File: config.mk
export PLATFORM = sky130hd
export DESIGN_NAME = cmp_sweep
export DESIGN_NICKNAME = d
export VERILOG_FILES = /design/src/rtl/cmp_sweep.sv
export SDC_FILE = /design/constraint.sdc
export NUM_CORES = 1
export LEC_CHECK = 0
export CAP_MARGIN = 20
export CORE_MARGIN = 5
export CORE_UTILIZATION = 31
export CTS_BUF_LIST = sky130_fd_sc_hd__clkbuf_8
export DETAILED_ROUTE_END_ITERATION = 10
export SLEW_MARGIN = 25
export SYNTH_ARGS = -nofsm -noshare
export SYNTH_HDL_FRONTEND = slang
export SYNTH_SLANG_ARGS = --single-unit
export TNS_END_PERCENT = 100
File: constraint.sdc
create_clock -name clk -period 1.85 [get_ports clk]
set_input_delay 0.37 -clock clk [delete_from_list [all_inputs] [get_ports clk]]
set_output_delay 0.37 -clock clk [all_outputs]
set_load 0.005 [all_outputs]
File: src/rtl/cmp_sweep.sv
// Sequential operand driver for a 4-bit equality comparator: sweeps an index range against a key.
// Optional build macro CMP_SWEEP_EARLY_EXIT_EN stops the sweep at the first matching index.
module cmp_sweep #(
  parameter int SETTLE = 1
) (
  input  logic        clk,
  input  logic        rst,
  input  logic        start,
  input  logic [3:0]  key,
  input  logic [3:0]  lo,
  input  logic [3:0]  hi,
  output logic [3:0]  cmp_x,
  output logic [3:0]  cmp_y,
  output logic        cmp_req,
  input  logic        cmp_eq,
  output logic        busy,
  output logic        done,
  output logic [15:0] match_mask,
  output logic [4:0]  match_count,
  output logic        found,
  output logic [3:0]  first_idx
);

  typedef enum logic [1:0] {IDLE, HOLD, SAMPLE, DONE} state_t;

`ifdef CMP_SWEEP_EARLY_EXIT_EN
  localparam bit EARLY_EXIT = 1'b1;
`else
  localparam bit EARLY_EXIT = 1'b0;
`endif

  // HOLD counts down from SETTLE-1 so the operand stays up for SETTLE+1 cycles in total.
  localparam logic [1:0] HOLD_LAST = (SETTLE > 0) ? 2'(SETTLE - 1) : 2'd0;
  localparam bit         USE_HOLD  = (SETTLE > 0);

  state_t      state;
  logic [4:0]  remaining;
  logic [1:0]  hold_cnt;

  logic [3:0]  span;
  logic        last_sample;

  // Modulo-16 distance gives the wrap-around sweep for lo > hi for free.
  assign span        = hi - lo;
  assign last_sample = (remaining == 5'd1) || (EARLY_EXIT && cmp_eq);

  always_ff @(posedge clk or posedge rst) begin
    if (rst) begin
      state       <= IDLE;
      remaining   <= 5'd0;
      hold_cnt    <= 2'd0;
      cmp_x       <= 4'd0;
      cmp_y       <= 4'd0;
      cmp_req     <= 1'b0;
      busy        <= 1'b0;
      done        <= 1'b0;
      match_mask  <= 16'd0;
      match_count <= 5'd0;
      found       <= 1'b0;
      first_idx   <= 4'd0;
    end else begin
      case (state)
        IDLE: begin
          done <= 1'b0;
          if (start) begin
            cmp_x       <= lo;
            cmp_y       <= key;
            remaining   <= {1'b0, span} + 5'd1;
            hold_cnt    <= HOLD_LAST;
            cmp_req     <= 1'b1;
            busy        <= 1'b1;
            match_mask  <= 16'd0;
            match_count <= 5'd0;
            found       <= 1'b0;
            first_idx   <= 4'd0;
            state       <= USE_HOLD ? HOLD : SAMPLE;
          end
        end

        HOLD: begin
          if (hold_cnt == 2'd0) begin
            state <= SAMPLE;
          end else begin
            hold_cnt <= hold_cnt - 2'd1;
          end
        end

        SAMPLE: begin
          if (cmp_eq) begin
            match_mask  <= match_mask | (16'd1 << cmp_x);
            match_count <= match_count + 5'd1;
            if (!found) begin
              found     <= 1'b1;
              first_idx <= cmp_x;
            end
          end
          remaining <= remaining - 5'd1;
          if (last_sample) begin
            // cmp_x keeps the last swept index; only the handshake drops.
            cmp_req <= 1'b0;
            busy    <= 1'b0;
            done    <= 1'b1;
            state   <= DONE;
          end else begin
            cmp_x    <= cmp_x + 4'd1;
            hold_cnt <= HOLD_LAST;
            state    <= USE_HOLD ? HOLD : SAMPLE;
          end
        end

        DONE: begin
          done  <= 1'b0;
          state <= IDLE;
        end

        default: begin
          state <= IDLE;
        end
      endcase
    end
  end

endmodule

==> results of run 1 <==
==> what timing repair did <==
action | in CTS | in global routing
pin swaps | 6 | 4
gates resized for setup | 10 | 9
endpoints found under the setup margin | 9 | 19
hold buffers | 0 | 0
cloned | 0 | 0
setup buffers | 2 | 0
==> state kept, by name, indices dropped and copies added (netlist names) <==
name         cells
busy             1
cmp_x            4
cmp_y            4
done             1
first_idx        4
found            1
hold_cnt         2
match_count      5
match_mask      16
remaining        5
state            2
==> path summary, 6_finish.rpt <==
| kind | slack [ns] | end | from |
|---|---|---|---|
| worst max-delay path | 0.09 | remaining[3] | hi[1] |
| worst min-delay path | 0.41 | match_mask[9] | rst |
| worst max register to register | 0.15 | cmp_x[0] | state[1] |
| worst min register to register | 0.50 | match_mask[2] | match_mask[2] |
| max in group asynchronous | 1.22 | match_count[0] | rst |
| min in group clk | 0.49 | cmp_x[2] | lo[2] |
==> metal layers <==
metal  GRT usage, %  wire length [µm]
met1          16.03              2569
met2          18.62              2646
met3          3.326               262
met4          3.466                68
met5              0                 0
==> cell usage in the layout, fill, tap and decap left out, drive strengths merged, types with 6 or more instances in the layout <==
master	instances
mux2	6
ha	19
o21ai	22
a21oi	13
dfrtp	45
a31oi	17
buf	23
clkdlybuf4s50	48
nand3	8
inv	18
nand2	18
nor2	25
==> cell type report <==
| class | instances | area, µm² | share of cell area [%] |
|---|---|---|---|
| clock buffer | 5 | 68.82 | 2.015 |
| clock inverter | 3 | 46.29 | 1.355 |
| inverter | 19 | 71.32 | 2.088 |
| multi-input combinational | 166 | 1239 | 36.26 |
| sequential | 45 | 1126 | 32.97 |
| tap | 102 | 127.6 | 3.736 |
| timing repair buffer | 75 | 737.0 | 21.58 |
==> through the flow <==
| step | instance area (µm²) | hold WS [ns] |
|---|---|---|
| after floorplan | 2427 | 0.4860 |
| after global placement | 3217 | 0.4787 |
| after detailed placement | 3217 | 0.4892 |
| after CTS | 3378 | 0.4221 |
| after global routing | 3416 | 0.4471 |
| final | 3416 | 0.4134 |
==> cells in the mapped netlist (all sizes together), types with 2 or more instances <==
cell / number / area [µm²]
dfrtp: 45 / 1126
nor2: 25 / 93.84
o21ai: 22 / 110.1
ha: 19 / 237.7
inv: 19 / 71.31
nand2: 18 / 70.07
a31oi: 17 / 106.4
a21oi: 13 / 68.82
buf: 9 / 50.04
nand3: 8 / 40.04
mux2: 6 / 71.31
mux2i: 5 / 62.56
a22o: 4 / 35.03
a22oi: 4 / 30.03
nand2b: 3 / 18.77
xor2: 3 / 33.79
a221oi: 2 / 30.03
nor3: 2 / 10.01
o211ai: 2 / 15.01
xnor2: 2 / 17.52
==> worst reg2reg max path: stages (launching register included) <==
cell     delay, ns
dfrtp_1       0.42
inv_1         0.08
ha_2          0.21
mux2i_4       0.21
buf_4         0.15
a21oi_2       0.31
a21o_1        0.17
o21ai_1       0.05
==> power by group <==
group          internal, mW  total, mW  switching (mW)  leakage [nW]
Sequential             1.29       1.59           0.300         0.583
Clock                 0.405      0.767           0.363        0.0543
Combinational          1.23       2.36            1.13         0.895
Total                  2.92       4.72            1.79          1.53
==> cells by family after synthesis <==
kind of cell	count (synthesis)	synth area share [%]
xor gates and xnor gates	6	3.042
adders and majority gates	20	10.62
DFF	45	46.39
muxes	11	5.515
AOI/OAI and AO/OA	66	16.86
and+or+nand+nor	63	12.42
buffers and inverters	29	5.154
==> impl_metrics.csv, run 1 <==
group,metric,value,unit
detailed_routing,routed_wl,5.546,mm
detailed_routing,drcViolationCount,0,
flow_run,maxCapViolCount,0,
worst_setup_path,path_class,"primary input to flip-flop",
synth,synth_async_sr_flop_share,100.0,%
timing,finalHoldViolCount,0,
clock_tree,cts_sinks,45,
floorplanning,core,7687,µm²
timing,max_freq,567.5,MHz
clock_tree,cts_root_buf,"clkbuf_8",
timing,rsz0062_at_grt,"false",
power_and_ir_drop,irDropWorstVdd,646.5,µV
clock_tree,insertion_delay,0.30,ns
place,dp_slack,-0.4843,ns
floorplanning,die_x,98.49,µm
clock_tree,cts-buffers-inserted,5,
worst_setup_path,crit_chain,"clkdlybuf4s50_1 -> fa_2 -> xor2_4 -> nand3_2 -> xnor3_1 -> a221oi_2",
floorplanning,ios,53,
layout,final_cells,415,
timing,period_needed,1.762,ns
power_and_ir_drop,power.leakage,1.532,nW
clock_tree,htreeDepth,2,
floorplanning,die_h,98.49,µm
clock_tree,clk_pin_slew,0.10,ns
layout,fin_util,44.43,%
layout,diodes,0,
worst_setup_path,cp.required,2.07,ns
place,place.port_buffers,52,
worst_setup_path,slowest_delay,0.46,ns
timing,relSlewSlack,73.31,%
power_and_ir_drop,fin_total_pwr,4.716,mW
layout,fin_nets,348,
detailed_routing,ant_nets,0,
synth,yosys.cell_types.count,40,
timing,worst_pin_slew,0.3976,ns
timing,finalWorstSetupSlack,0.08787,ns
grt,grt_pass1_vias,1901,
worst_setup_path,start_kind,"primary input",
timing,setup_viol,0,
synth,synth_top_flop_cell,"dfrtp_1",
min_path,min_path_type,"primary input to asynchronous set/reset pin",
layout,drive_above_1_share,18.21,%
detailed_routing,via_count,1968,
detailed_routing,drtIter0Drc,91,
synth,syn_inst,240,
layout,fillers,756,
grt,antenna_found_initial,0,
worst_setup_path,arrival,1.99,ns
worst_setup_path,crit_path_end_kind,"flip-flop",
detailed_routing,drt-wirelength-per-cell,13.36,µm
place,gp_congestion,0.8172,
floorplanning,dieArea,9699,µm²
grt,grt_pass1_wl,9.453,mm
synth,syn_nets,276,
floorplanning,rows,32,
worst_setup_path,crit_cells,6,
worst_setup_path,slowest_stage,"clkdlybuf4s50_1",
timing,tns,0,ns
synth,synth_area,2427,µm²
timing,min_period_over_period,95.25,%
timing,slew_violations,0,
grt,overflow,0,
timing,fin_skew,0.01165,ns
worst_setup_path,crit_buf_inv,1,
layout,syn_to_final_growth,40.72,%
detailed_routing,vias_per_cell,4.742,
place,dp.cells,405,
grt,grt_max_degree,46,
worst_setup_path,rr_worst_depth,7,
power_and_ir_drop,p_per_area,1381,nW/µm²
detailed_routing,drt-pass1-iter-count,4,
floorplanning,initial_core_util,31.58,%
clock_tree,cts_tree,"built",
clock_tree,cts_max_path_buffers,2,
run_status,outcome,"finished clean",
worst_setup_path,crit_family,"buffers and inverters",
synth,synth-edff-count,0,
worst_setup_path,crit_fanout,2,
grt,globalRouteTotalUtil,11.86,%
synth,yosysSeqAreaShare,46.39,%
synth,ys_warn_count,0,
place,dp_hpwl,4.136,mm
synth,synth_seq_cells,45,
synth,avgSynthCellArea,10.11,µm²
(Power assumes the default switching activity.)
==> inputs of run 2 (changes only) <==
- ABC_CLOCK_PERIOD_IN_PS: unset -> 1850
==> results of run 2 <==
No change in the layout: final DEF, timing and power equal those of run 1.
